[config.mk]
export PLATFORM = sky130hd
export DESIGN_NAME = dbi_rx_decoder_flat
export DESIGN_NICKNAME = d
export VERILOG_FILES = /design/src/rtl/dbi_rx_decoder_if.sv /design/src/rtl/dbi_rx_decoder.sv /design/src/flat_wrapper.sv
export SDC_FILE = /design/constraint.sdc
export NUM_CORES = 1
export LEC_CHECK = 0
export CAP_MARGIN = 0
export CORE_UTILIZATION = 40
export DETAILED_ROUTE_END_ITERATION = 10
export SYNTH_ARGS = -nofsm -noshare
export SYNTH_HDL_FRONTEND = slang
export SYNTH_SLANG_ARGS = --single-unit
[constraint.sdc]
create_clock -name clk -period 2.5 [get_ports clk]
set_clock_uncertainty 0.1 [all_clocks]
set_input_delay 0.5 -clock clk [delete_from_list [all_inputs] [get_ports clk]]
set_output_delay 0.5 -clock clk [all_outputs]
set_load 0.02 [all_outputs]
[src/rtl/dbi_rx_decoder_if.sv]
// Bus interface for dbi_rx_decoder.
// Beat side (PHY -> decoder): rx_valid, rx_first, rx_dq[DW], rx_dbi_n.
// Burst side (decoder -> core): out_valid, out_ready, out_data[DW*BL],
//   out_inv[BL], out_viol.
// slave  = decoder view, master = PHY/core (testbench) view.
interface dbi_rx_decoder_if #(
  parameter int DW = 8,
  parameter int BL = 8
);
  logic              rx_valid;
  logic              rx_first;
  logic [DW-1:0]     rx_dq;
  logic              rx_dbi_n;
  logic              out_valid;
  logic              out_ready;
  logic [DW*BL-1:0]  out_data;
  logic [BL-1:0]     out_inv;
  logic              out_viol;

  modport slave (
    input  rx_valid, rx_first, rx_dq, rx_dbi_n, out_ready,
    output out_valid, out_data, out_inv, out_viol
  );

  modport master (
    output rx_valid, rx_first, rx_dq, rx_dbi_n, out_ready,
    input  out_valid, out_data, out_inv, out_viol
  );
endinterface

[src/rtl/dbi_rx_decoder.sv]
// Receive-side DBI decoder for one byte lane.
// Decodes DBI-encoded beats, assembles BL-beat bursts, checks the DC-DBI
// rule per beat, and hands completed bursts to the core through a 2-entry
// valid/ready buffer.
// Ports:
//   clk, rst_n  - clock, asynchronous active-low reset
//   dbi_en      - decode enable, latched on the first beat of each burst
//   bus         - beat input and burst output (dbi_rx_decoder_if.slave)
//   frame_err   - one-cycle pulse on a framing error
//   overflow    - sticky, a completed burst was dropped (buffer full)
//   viol_cnt    - saturating count of beats violating the DBI rule
module dbi_rx_decoder #(
  parameter int DW   = 8,
  parameter int BL   = 8,
  parameter int CNTW = 16
) (
  input  logic                 clk,
  input  logic                 rst_n,
  input  logic                 dbi_en,
  dbi_rx_decoder_if.slave      bus,
  output logic                 frame_err,
  output logic                 overflow,
  output logic [CNTW-1:0]      viol_cnt
);
  localparam int CW = $clog2(BL);
  localparam int ZW = $clog2(DW + 1);

  typedef enum logic {IDLE, COLLECT} state_t;

  typedef struct packed {
    logic [DW*BL-1:0] data;
    logic [BL-1:0]    inv;
    logic             viol;
  } entry_t;

  state_t         state, state_nxt;
  logic [CW-1:0]  beat_cnt;
  logic           en_lat;
  logic           start, store, last, fe_nxt;
  logic           beat_en;
  logic [DW-1:0]  beat_data;
  logic           beat_inv, beat_viol;
  logic [ZW-1:0]  zeros;

  logic [DW*BL-1:0] asm_data;
  logic [BL-1:0]    asm_inv;
  logic             asm_viol;
  logic             push_pend;

  entry_t         mem [2];
  logic           wr_ptr, rd_ptr;
  logic [1:0]     count;
  logic           pop, push_ok, drop;

  always_comb begin
    state_nxt = state;
    start     = 1'b0;
    store     = 1'b0;
    fe_nxt    = 1'b0;
    case (state)
      IDLE: begin
        if (bus.rx_valid) begin
          if (bus.rx_first) begin
            start     = 1'b1;
            state_nxt = COLLECT;
          end else begin
            fe_nxt = 1'b1;
          end
        end
      end
      COLLECT: begin
        if (bus.rx_valid) begin
          if (bus.rx_first) begin
            // Restart: partial burst is abandoned, this beat becomes beat 0.
            start  = 1'b1;
            fe_nxt = 1'b1;
          end else begin
            store = 1'b1;
            if (beat_cnt == CW'(BL - 1)) state_nxt = IDLE;
          end
        end
      end
    endcase
  end

  assign last = store && (beat_cnt == CW'(BL - 1));

  // The enable for beat 0 comes straight from dbi_en; later beats use the latch.
  assign beat_en = start ? dbi_en : en_lat;

  always_comb begin
    zeros = '0;
    for (int unsigned i = 0; i < DW; i++)
      zeros = zeros + {{(ZW-1){1'b0}}, ~bus.rx_dq[i]};
  end

  always_comb begin
    if (beat_en) begin
      beat_data = bus.rx_dbi_n ? bus.rx_dq : ~bus.rx_dq;
      beat_inv  = ~bus.rx_dbi_n;
      beat_viol = (zeros > ZW'(DW / 2));
    end else begin
      beat_data = bus.rx_dq;
      beat_inv  = 1'b0;
      beat_viol = ~bus.rx_dbi_n;
    end
  end

  // Assembly: the completed burst is held registered and pushed on the
  // following edge, so no rx_* input reaches the buffer combinationally.
  always_ff @(posedge clk or negedge rst_n) begin
    if (!rst_n) begin
      state     <= IDLE;
      beat_cnt  <= '0;
      en_lat    <= 1'b0;
      asm_data  <= '0;
      asm_inv   <= '0;
      asm_viol  <= 1'b0;
      push_pend <= 1'b0;
      frame_err <= 1'b0;
      viol_cnt  <= '0;
    end else begin
      state     <= state_nxt;
      push_pend <= last;
      frame_err <= fe_nxt;
      if (start) begin
        en_lat           <= dbi_en;
        asm_data[DW-1:0] <= beat_data;
        asm_inv          <= BL'(beat_inv);
        asm_viol         <= beat_viol;
        beat_cnt         <= CW'(1);
      end else if (store) begin
        asm_data[beat_cnt*DW +: DW] <= beat_data;
        asm_inv[beat_cnt]           <= beat_inv;
        asm_viol                    <= asm_viol | beat_viol;
        beat_cnt                    <= last ? '0 : beat_cnt + 1'b1;
      end
      if ((start || store) && beat_viol && (viol_cnt != '1))
        viol_cnt <= viol_cnt + 1'b1;
    end
  end

  assign pop     = (count != 2'd0) && bus.out_ready;
  assign push_ok = push_pend && ((count != 2'd2) || pop);
  assign drop    = push_pend && (count == 2'd2) && !pop;

  always_ff @(posedge clk or negedge rst_n) begin
    if (!rst_n) begin
      for (int unsigned i = 0; i < 2; i++) mem[i] <= '0;
      wr_ptr   <= 1'b0;
      rd_ptr   <= 1'b0;
      count    <= 2'd0;
      overflow <= 1'b0;
    end else begin
      if (push_ok) begin
        mem[wr_ptr] <= '{data: asm_data, inv: asm_inv, viol: asm_viol};
        wr_ptr      <= ~wr_ptr;
      end
      if (pop) rd_ptr <= ~rd_ptr;
      case ({push_ok, pop})
        2'b10:   count <= count + 2'd1;
        2'b01:   count <= count - 2'd1;
        default: count <= count;
      endcase
      if (drop) overflow <= 1'b1;
    end
  end

  assign bus.out_valid = (count != 2'd0);
  assign bus.out_data  = mem[rd_ptr].data;
  assign bus.out_inv   = mem[rd_ptr].inv;
  assign bus.out_viol  = mem[rd_ptr].viol;
endmodule

[src/flat_wrapper.sv]
// flat-port wrapper written by rule: the top's interface ports become plain ports
module dbi_rx_decoder_flat 
#(
  parameter int DW   = 8,
  parameter int BL   = 8,
  parameter int CNTW = 16
)
  (clk, rst_n, dbi_en, frame_err, overflow, viol_cnt, bus_rx_valid, bus_rx_first, bus_rx_dq, bus_rx_dbi_n, bus_out_ready, bus_out_valid, bus_out_data, bus_out_inv, bus_out_viol);
  dbi_rx_decoder_if #(.DW(DW), .BL(BL)) bus_i ();
  input  logic clk;
  input  logic rst_n;
  input  logic dbi_en;
  output logic frame_err;
  output logic overflow;
  output logic [CNTW-1:0] viol_cnt;
  input wire logic [$bits(bus_i.rx_valid)-1:0] bus_rx_valid;
  input wire logic [$bits(bus_i.rx_first)-1:0] bus_rx_first;
  input wire logic [$bits(bus_i.rx_dq)-1:0] bus_rx_dq;
  input wire logic [$bits(bus_i.rx_dbi_n)-1:0] bus_rx_dbi_n;
  input wire logic [$bits(bus_i.out_ready)-1:0] bus_out_ready;
  output wire logic [$bits(bus_i.out_valid)-1:0] bus_out_valid;
  output wire logic [$bits(bus_i.out_data)-1:0] bus_out_data;
  output wire logic [$bits(bus_i.out_inv)-1:0] bus_out_inv;
  output wire logic [$bits(bus_i.out_viol)-1:0] bus_out_viol;
  assign bus_i.rx_valid = bus_rx_valid;
  assign bus_i.rx_first = bus_rx_first;
  assign bus_i.rx_dq = bus_rx_dq;
  assign bus_i.rx_dbi_n = bus_rx_dbi_n;
  assign bus_i.out_ready = bus_out_ready;
  assign bus_out_valid = bus_i.out_valid;
  assign bus_out_data = bus_i.out_data;
  assign bus_out_inv = bus_i.out_inv;
  assign bus_out_viol = bus_i.out_viol;
  dbi_rx_decoder #(.DW(DW), .BL(BL), .CNTW(CNTW)) u_core (.clk(clk), .rst_n(rst_n), .dbi_en(dbi_en), .bus(bus_i), .frame_err(frame_err), .overflow(overflow), .viol_cnt(viol_cnt));
endmodule
* Word level (Yosys, flattened, before mapping)
Index checks and enable logic that the tools add are counted. Widths: inputs -> output; s select.
Cells by class: order comparisons 6, equal/unequal tests 6, muxes and demuxes 35, $mul 0, shift operators 2, reduce and logical (&&, ||, !) cells 16, bitwise gates (word level) 17, $add $sub $neg 12, div/mod/pow operators 0
Operators with widths (count):
- $mux 73 | 4
- $bwmux 146 | 1
- $demux 73 s1 | 1
- $bwmux 64 | 1
- $shift 8x34->64 const A | 1
- $shiftx 8x34->64 | 1
- $mux 8 | 6
- $neg 6->34 | 1
- $add 4x1->4 | 6
- $add 16x1->16 const B | 1
- $ne 16x16->1 const B | 1
- $mux 1 | 14
- $not 1->1 | 13
- $logic_and 1x1->1 | 9
- $mux 3 | 3
- $bwmux 8 | 1
- $not 8->8 | 1
- $reduce_bool 2->1 | 3
- $eq 2x2->1 const B | 2
- $ge 2x2->1 const B | 2
- $gt 4x3->1 const B | 1
- $lt 3x4->1 const B | 1
- $not 1->2 | 2
- $pmux 1 s2 | 2
- 15 further kinds | 16
Storage, ports and cells: latch bits 0, logic and storage cells 114, output and inout port bits 92, register bits after elaboration 247, bits in writable memories 0, ROM bits 0, memories 0, input port bits 15

* Logic depth before layout (Yosys ltp)
word-level depth 13, gate-level depth with buffers 14, mapped depth without buffers 13

* Least setup slack after synthesis
Ideal clock, no wire load.
path type input -> register, start point input port bus_rx_dq[0], end point register u_core.viol_cnt[15], buffers on the path 0, path slack -1.672 ns, stages 13, arrival 3.947 ns, data required time 2.275 ns, setup time 0.125 ns, cells stage by stage inv_1 > ha_1 > inv_1 > fa_1 > inv_1 > fa_1 > fa_1 > fa_1 > o22a_1 > a22oi_1 > a221o_2 > nor4_1 > mux2_2
Between the ends: cells in the longest elaborated chain, start to end 12
Ends and longest elaborated chain:
- from (decl) | RTL line flat_wrapper.sv:18 | input wire logic [$bits(bus_i.rx_dq)-1:0] bus_rx_dq;
- $not 1->1 | RTL line dbi_rx_decoder.sv:94 | zeros = zeros + {{(ZW-1){1'b0}}, ~bus.rx_dq[i]};
- $add 1x1->2 | RTL line dbi_rx_decoder.sv:94
- $add 4x1->4 (6 in a row) | RTL line dbi_rx_decoder.sv:94
- $gt 4x3->1 | RTL line dbi_rx_decoder.sv:101 | beat_viol = (zeros > ZW'(DW / 2));
- $mux 1 | RTL line dbi_rx_decoder.sv:98 | if (beat_en) begin
- $logic_and 1x1->1 (2 in a row) | RTL line dbi_rx_decoder.sv:138 | if ((start || store) && beat_viol && (viol_cnt != '1))
- to (signal assigned) | RTL line dbi_rx_decoder.sv:139 | viol_cnt <= viol_cnt + 1'b1;
- to (decl) | RTL line dbi_rx_decoder.sv:23 | output logic [CNTW-1:0] viol_cnt
Every way passes these cells. A chain may end at the register's enable or synchronous reset.

* Worst setup path in the final report
start point input port bus_rx_dq[0], end point register u_core.viol_cnt[1]
The elaborated chain is that of the path after synthesis.

==> run_results.csv <==
group,metric,value,unit
outcome,status,"finished with violations",
outcome,violations,"negative setup slack",
grt,grt_max_degree,60,
clocking,cts.htree.levels,1,
floorplanning,start_util,40.7,%
setup_path,rrSetupSlack,250,ps
placement,gp_congestion,0.766,
clocking,root_buffer,"clkbuf_16",
min_path,hold_class,"input port to asynchronous set/reset pin",
grt,grt_antenna_before_repair,0,
routing,drtIter0Drc,321,
power_and_ir_drop,ir_drop,0.468,mV
setup_path,cp-start-kind,"input port",
flow_run,drv_cap,0,
floorplanning,io_pins,107,
clocking,numCtsBuffers,27,
routing,routed_wl,23800,µm
clocking,cts.sink_count,247,
synthesis,ys_seq_elements,247,
power_and_ir_drop,pwr-share-comb,26.3,%
routing,first_pass_iters,4,
setup_path,cp-end-kind,"register",
power_and_ir_drop,power_frac_seq,42.4,%
final_layout,drive_gt1_share,51.1,%
sta,hold_viol,0,
synthesis,netlist_area,10900,µm²
routing,num_vias,6647,
routing,wire_per_inst,17.9,µm
sta,fin_crit_sh,145,%
sta,rsz0062_at_grt,"true",
floorplanning,die_w,167,µm
synthesis,synthFlopType,"dfrtp_1",
sta,finalCriticalPeriod,3620,ps
synthesis,synth_top_area_cell,"dfrtp_1",
setup_path,r2r-start,"u_core.viol_cnt[8]",
synthesis,synth_top_cell_area_share,56.6,%
floorplanning,die_height,167,µm
power_and_ir_drop,power.switching,3.53,mW
floorplanning,placementRows,60,
final_layout,syn_to_final_growth,28.2,%
grt,grt-ovfl-total,0,
routing,via_per_inst,5.01,
floorplanning,coreArea,26900,µm²
sta,tightestPinTransition,502,ps
final_layout,finalNetCount,998,
clocking,clock_path_buffers,3,
setup_path,path_max_fanout,6,
synthesis,yosys-top-cells-area,"dfrtp_1 57%, mux2_2 28%, mux2i_1 1.5%",
routing,route.detailed.drc,0,
placement,port_buffers,106,
clocking,worstSkewPairLatency,520,ps
final_layout,antenna_cells,0,
floorplanning,dieArea,28000,µm²
placement,preCtsSetupSlack,-2290,ps
setup_path,crit_type,"input port to register",
sta,max_clock_freq,276,MHz
setup_path,arrival,3930,ps
setup_path,r2r-end,"u_core.viol_cnt[1]",
final_layout,seq_area,6180,µm²
sta,postLayoutSetupSlackWorst,-1120,ps
clocking,cts_tree,"done",
power_and_ir_drop,leakage,7.14,nW
synthesis,synth_edf_count,0,
power_and_ir_drop,switching_share,29.2,%
sta,slew_headroom,66.2,%
setup_path,reg2reg_depth,6,
synthesis,async_flop_share,100,%
setup_path,worstPathRequired,2810,ps
placement,place_hpwl,15300,µm
synthesis,ys_seq_area_share,56.6,%
final_layout,stdcell_count,1326,
power_and_ir_drop,p_int,8.53,mW
sta,final-max-slew-violation-count,0,
power_and_ir_drop,power_frac_clock,31.3,%
synthesis,synth_warnings,0,
final_layout,nFillCells,2338,
grt,grt_pass1_vias,7196,
synthesis,ys_types,44,
sta,setup_viol,23,
grt,grt_pass1_wl,39500,µm
grt,track_usage,17.7,%
power_and_ir_drop,pwr_density_cell,861,nW/µm²
synthesis,syn_nets,813,
synthesis,syn_avg_cell_area,14.0,µm²
routing,ant_nets,0,
placement,dp_cells,1258,
clocking,clk_pin_slew,60,ps
synthesis,syn_inst,782,
final_layout,multi_input_area,4690,µm²
logic make-up after synthesis:
family / synth area share [%]
xor gates and xnor gates: 2.16
and+or+nand+nor: 6.04
buffers and inverters: 2.54
AOI/OAI and AO/OA: 1.28
DFF: 56.6
adders and majority gates: 2.11
muxes: 29.3
synthesized netlist by cell type (all sizes together) (2+ instances only):
library cell	number
and3	6
mux2	270
ha	12
nor4b	2
o21ai	10
dfrtp	247
nor2	41
mux2i	16
buf	20
xnor2	12
nand4	4
clkbuf	18
a21oi	2
fa	4
nor3b	2
o31ai	2
nand3b	4
and2	4
a21o	2
nor4	10
nor2b	2
and4	2
inv	24
nor3	8
xor2	15
nand2	24
nand3	9
timing repair:
item	CTS	global route
pin swaps	16	11
cloned	3	0
resized for setup	342	24
hold buffers	1	0
buffers inserted	15	6
hold endpoints to repair	32	0
setup endpoints to repair	90	42
cells in the final DEF (no fill, tap or decap), types with 11 or more instances in the layout:
| cell | instances |
|---|---|
| mux2_2 | 263 |
| dfrtp_1 | 246 |
| buf_2 | 64 |
| buf_4 | 53 |
| nor2_1 | 39 |
| clkdlybuf4s50_1 | 28 |
| clkbuf_16 | 27 |
| inv_1 | 21 |
| nand2_1 | 21 |
| buf_6 | 21 |
| buf_12 | 18 |
| mux2i_1 | 16 |
| xor2_1 | 15 |
| xnor2_1 | 12 |
| ha_1 | 11 |
power groups by stage:
stage	registers [mW]	logic, mW	clock network, mW
2_1_floorplan	5.10	1.64	0
3_3_place_gp	5.19	2.75	0
3_5_place_dp	5.21	2.77	0
4_1_cts	5.12	3.21	3.88
5_1_grt	5.22	3.43	4.03
6_report	5.12	3.17	3.77
state kept, by name (all words and copies together) (netlist names):
name and cells:
u_core.mem 146, u_core.push_pend 1, u_core.rd_ptr 1, u_core.viol_cnt 16, u_core.overflow 1, u_core.beat_cnt 3
u_core.asm_data 64, u_core.state 1, u_core.wr_ptr 1, u_core.asm_viol 1, u_core.frame_err 1, u_core.asm_inv 8
u_core.count 2, u_core.en_lat 1
per-stage QoR:
step / util [%] / hold slack (ps) / TNS, ps / power, mW / cell area, µm²
final: 52.1 / 348 / -18080 / 12.1 / 14000
after global routing: 52.1 / 349 / -21120 / 12.7 / 14000
after CTS: 51.8 / 336 / -19390 / 12.2 / 13900
after detailed placement: 48.6 / 307 / -37490 / 7.97 / 13100
after global placement: 48.6 / 310 / -36980 / 7.94 / 13100
after floorplan: - / 104 / -23050 / 6.74 / 11000
how the worst max path moves through the flow:
| stage | startpoint | end | slack [ps] | depth (start not counted) |
|---|---|---|---|---|
| 3_5_place_dp | bus_rx_dq[1] | u_core.viol_cnt[15] | -2290 | 14 |
| 3_3_place_gp | bus_rx_dq[1] | u_core.viol_cnt[15] | -2210 | 14 |
| 4_1_cts | bus_rx_dq[1] | u_core.viol_cnt[2] | -1150 | 16 |
| 2_1_floorplan | bus_rx_dq[1] | u_core.viol_cnt[15] | -1440 | 13 |
| 6_report | bus_rx_dq[0] | u_core.viol_cnt[1] | -1120 | 15 |
| 5_1_grt | bus_rx_dq[1] | u_core.viol_cnt[10] | -1220 | 16 |
final cells by class:
type	instances	share of cell area [%]
Tap cell	341	3.05
Multi-Input combinational cell	473	33.5
Inverter	24	0.733
Clock inverter	8	0.509
Clock buffer	39	5.50
Sequential cell	247	44.1
Timing Repair Buffer	194	12.6
critical path: stages:
cell and delay [ps]:
buf_6 90, inv_6 30, ha_4 240, inv_2 30, fa_1 470, inv_1 50
fa_1 470, fa_2 370, fa_1 490, o22a_1 140, a22oi_2 70, a221o_2 420
buf_6 170, nor2_4 110, mux2_4 300
routing by layer:
metal	vias up	track usage (%)	part of all wire, %
li1	3122	-	-
met1	3398	24.8	48
met2	104	29.1	46
met3	23	3.00	4.2
met4	0	3.15	1.3
met5	-	0	0
(Power assumes the default switching activity.)
==> RTL change 1, RTL diff (same settings) <==
Reset style: synchronous (`rst_n`), changed in 2 clocked blocks. Comments in the files are not updated.
--- a/src/rtl/dbi_rx_decoder.sv
+++ b/src/rtl/dbi_rx_decoder.sv
@@ -110,3 +110,3 @@
   // following edge, so no rx_* input reaches the buffer combinationally.
-  always_ff @(posedge clk or negedge rst_n) begin
+  always_ff @(posedge clk) begin
     if (!rst_n) begin
@@ -146,3 +146,3 @@
 
-  always_ff @(posedge clk or negedge rst_n) begin
+  always_ff @(posedge clk) begin
     if (!rst_n) begin
Check against the original RTL: differs if rst_n is asserted again (counterexample within 4 cycles, from zero or initial values and one cycle with rst_n low); with rst_n held inactive, the same outputs for 4 cycles.
==> RTL change 1 against the original RTL <==
The flow still finishes with violations (negative setup slack). Via count grew 3.5%. Sequential share of layout area up 3.7 points. Worst setup slack better by 0.035 ns. Routed wire length up 0.81%. Final area fell by 4.0%. Non-clock buffer count is 13 lower. Sequential cell count increased by 1. Synthesized area down 3.2%.
Power is not compared: it rests on default switching activity, and its combinational part moved more than twofold at a synthesized area within 25%.
==> RTL change 1: results (changes against the original RTL) <==
* Mean routed wirelength per cell at 17.3 microns (-3.3%)
* Placed Instances at 1327 (+5.5%)
* Layout cells sized above 1 at 28.9% (-22 points)
* Fin nets at 1055 (+5.7%)
* Finished Cell Area at 0.0134 sq mm (-4.0%)
* Fill cell count at 2311 (-1.2%)
* Syn nets at 889 (+9.3%)
* Outcome: finished, violations left
* Commonest cells in the netlist: and2_1 (150), edfxtp_1 (146), dfxtp_1 (102), mux2_2 (74), nand2_1 (58)
* Crit-path max cell delay at 0.52 ns (+0.03 ns)
* Final setup fails at 17 (-26%)
* Routed wl met3 at 1200 microns (+21%)
* Failing checks: negative setup slack
* Final worst slack at -1.09 ns (+0.0350 ns)
* Final HPWL DP at 15000 microns (-2.1%)
* Worst slew pin tran at 0.884 ns (+0.382 ns)
* Critical path peak fanout at 5 (-1)
* DRT met1 WL at 10800 microns (-5.5%)
* GRT Overall Usage at 17.9% (+0.16 points)
* Cell variety after synth at 54 (+23%)
* First-pass GRT wire length at 37400 microns (-5.4%)
* Final GP Congestion at 0.776 (+1.3%)
* Iteration-0 DRC Markers at 322 (+0.31%)
* Crit path DAT at 3.95 ns (+0.02 ns)
* Post-CTS Setup Repair Bufs at 4 (-11)
## RTL change 1: changes by cell type in the layout (fill, tap and decap cells not counted), moves of 19 or more
cell | before | now
and2_1 | 4 | 150
dfxtp_1 | 0 | 101
buf_2 | 64 | 0
mux2_2 | 263 | 74
dfrtp_1 | 246 | 0
nand2_1 | 21 | 58
buf_6 | 21 | 2
a211oi_1 | 0 | 24
clkbuf_2 | 0 | 69
edfxtp_1 | 0 | 146
## RTL change 1: layout make-up
cell class / instances / share of cell area, %
clock buffer: 33 / 5.58
clock inverter: 15 / 0.949
inverter: 15 / 0.512
multi-input combinational: 556 / 30.5
sequential: 248 / 47.8
tap: 335 / 3.12
timing repair buffer: 181 / 11.5
## RTL change 1: logic make-up (layout without fill, tap and decap cells)
logic type               Yosys count  after routing  share of synthesized area, %
multiplexers                      94             94                          9.78
buffers and inverters             59            244                          2.44
AO/OA/AOI/OAI                    104            105                          6.50
XOR/XNOR                          12             12                          1.07
AND/OR/NAND/NOR                  333            333                          17.7
flip-flops                       248            248                          60.8
adder cells (fa/ha/maj)           12             12                          1.70
## RTL change 1: worst paths after layout
kind,start,to,slack (ns),depth (start not counted)
setup / recovery,bus_rx_dq[1],u_core.viol_cnt[11],-1.09,15
hold / removal,u_core.asm_data[48],u_core.asm_data[48],0.36,2
setup reg to reg,u_core.beat_cnt[1],u_core.asm_data[33],0.31,7
hold reg to reg,u_core.asm_data[48],u_core.asm_data[48],0.36,2
## RTL change 1: worst min-delay path: stages (launching register included)
cell and delay (ns):
dfxtp_1 0.33, nand2_1 0.05, o21ai_0 0.05
## RTL change 1: routing by layer
layer / vias to the layer above / track usage, %
li1: 3389 / -
met4: 0 / 4.17
met2: 144 / 30.4
met3: 36 / 3.19
met5: - / 0
met1: 3308 / 23.6
==> RTL change 2, RTL diff (same settings) <==
Without the edit above. `DW` is set to 8 in 3 places; all go to 16.
--- a/src/rtl/dbi_rx_decoder_if.sv
+++ b/src/rtl/dbi_rx_decoder_if.sv
@@ -6,3 +6,3 @@
 interface dbi_rx_decoder_if #(
-  parameter int DW = 8,
+  parameter int DW = 16,
   parameter int BL = 8
--- a/src/rtl/dbi_rx_decoder.sv
+++ b/src/rtl/dbi_rx_decoder.sv
@@ -12,3 +12,3 @@
 module dbi_rx_decoder #(
-  parameter int DW   = 8,
+  parameter int DW   = 16,
   parameter int BL   = 8,
--- a/src/flat_wrapper.sv
+++ b/src/flat_wrapper.sv
@@ -3,3 +3,3 @@
 #(
-  parameter int DW   = 8,
+  parameter int DW   = 16,
   parameter int BL   = 8,
Ports: changed (resized bus_out_data and bus_rx_dq); port bits go from 107 to 179. The function was not compared with the original's and may differ.
==> RTL change 2 against the original RTL <==
The run still ends with negative setup slack left. Hold slack got worse by 0.016 ns. Critical path type unchanged. Synthesized area up 76%. Via count rose by 75%. Utilization rose by 3.0 points. Routed wire length is 100% higher. Largest power group unchanged. Sequential power grew 76%. Final area up 85%. Sequential cell count rose by 192. Worst setup slack lost 0.90 ns. Critical endpoint unchanged. Power rose by 95%.
==> RTL change 2: results (changes against the original RTL) <==
* Failing checks: negative setup slack
* Adder-cell share of the synthesized area at 1.95% (-0.16 points)
* Fin nets at 1721 (+72%)
* Sequential share of the synthesized area at 57.1% (+0.54 points)
* Routed wl met3 at 2110 microns (+110%)
* Post-CTS Setup Repair Bufs at 48 (+33)
* Worst slew pin tran at 0.680 ns (+0.178 ns)
* Top Registers: u_core.mem x274, u_core.asm_data x128, u_core.viol_cnt x16
* Compound-Gate Fraction of Synth Area at 1.31% (+0.025 points)
* Fill cell count at 3858 (+65%)
* Post-CTS resize count at 862 (+150%)
* Vias in the first global route at 12847 (+79%)
* Outcome: finished, violations left
* Final GP Congestion at 0.769 (+0.37%)
* Syn nets at 1386 (+70%)
* Cell variety after synth at 45 (+2.3%)
* Clock Latency Late Sink at 0.58 ns (+0.06 ns)
* Final worst slack at -2.02 ns (-0.899 ns)
* Crit path DAT at 4.88 ns (+0.95 ns)
* Iteration-0 DRC Markers at 515 (+60%)
* Mux cell area share after synthesis at 30.2% (+0.95 points)
* Commonest cells in the netlist: mux2_2 (509), dfrtp_1 (439), nor2_1 (81), buf_2 (35), nand2_1 (29)
* DRT met1 WL at 21500 microns (+88%)
* CTS Buf Count at 49 (+81%)
* Largest net degree at the start of global routing at 80 (+33%)
* Final setup fails at 145 (+530%)
* First-pass GRT wire length at 75300 microns (+91%)
* Lkg Pwr at 13.0 nW (+82%)
==> RTL change 2: cell count changes after synthesis, sizes merged, moves of 6 or more <==
cell,change
a21oi,+18
buf,+24
clkbuf,+14
dfrtp,+192
fa,+6
mux2,+240
mux2i,-9
nor2,+40
nor4,-10
o21ai,+9
xnor2,+22
xor2,-11
==> RTL change 2: routing by layer <==
layer | vias up | GRT usage, %
li1 | 5359 | -
met1 | 6032 | 26.2
met2 | 194 | 33.4
met3 | 46 | 3.86
met4 | 0 | 5.87
met5 | - | 0
==> RTL change 2: power by group through the flow <==
stage / registers [mW] / logic (mW) / clock network (mW)
after floorplan: 8.86 / 3.06 / 0
after global placement: 9.07 / 5.05 / 0
after detailed placement: 9.12 / 5.16 / 0
after CTS: 9.01 / 7.46 / 7.44
after global routing: 9.18 / 7.74 / 7.71
final: 9.01 / 7.27 / 7.24
==> RTL change 2: worst paths after layout <==
kind	start	end	slack, ns	cells after the start
setup / recovery	bus_rx_dq[0]	u_core.viol_cnt[1]	-2.02	15
hold / removal	rst_n	u_core.viol_cnt[5]	0.33	2
hold reg to reg	u_core.overflow	u_core.overflow	0.37	1
min in group clk	u_core.overflow	u_core.overflow	0.37	1
max in group asynchronous	rst_n	u_core.mem[92]	1.18	3
setup reg to reg	u_core.viol_cnt[1]	u_core.viol_cnt[1]	0.21	6
==> RTL change 2: stage by stage <==
step	setup slack [ns]	std cells	power, mW	hold WS (ns)
after floorplan	-2.20	1339	11.9	0.104
after global placement	-3.28	2172	14.1	0.339
after detailed placement	-3.33	2172	14.3	0.340
after CTS	-2.15	2319	23.9	0.307
after global routing	-2.09	2316	24.6	0.330
final	-2.02	2316	23.5	0.332
==> RTL change 2: area by class of cell <==
| cell class | instances | area [sq um] | area share, % |
|---|---|---|---|
| flip-flops and latches | 439 | 11000 | 42.4 |
| multi-input cells | 796 | 8170 | 31.5 |
| repair buffers | 359 | 4230 | 16.3 |
| clock buffers | 71 | 1440 | 5.57 |
| well taps | 607 | 759 | 2.93 |
| clock inverters | 15 | 184 | 0.710 |
| inverters | 29 | 124 | 0.478 |
==> RTL change 2: kinds of logic (layout without fill, tap and decap cells) <==
family | after synthesis | count (layout)
AOI/OAI and AO/OA | 46 | 47
xor gates and xnor gates | 38 | 38
adders and majority gates | 24 | 24
buffers and inverters | 105 | 474
DFF | 439 | 439
muxes | 517 | 517
and+or+nand+nor | 170 | 170
==> RTL change 2: worst max-delay path, cell delays in order <==
cell and delay (ns):
buf_12 0.09, inv_12 0.03, ha_4 0.22, fa_1 0.50
fa_1 0.44, fa_1 0.50, fa_1 0.49, inv_1 0.05
fa_2 0.35, fa_2 0.54, and2_4 0.17, a221oi_4 0.08
a311oi_4 0.40, a21oi_4 0.18, mux2_4 0.33
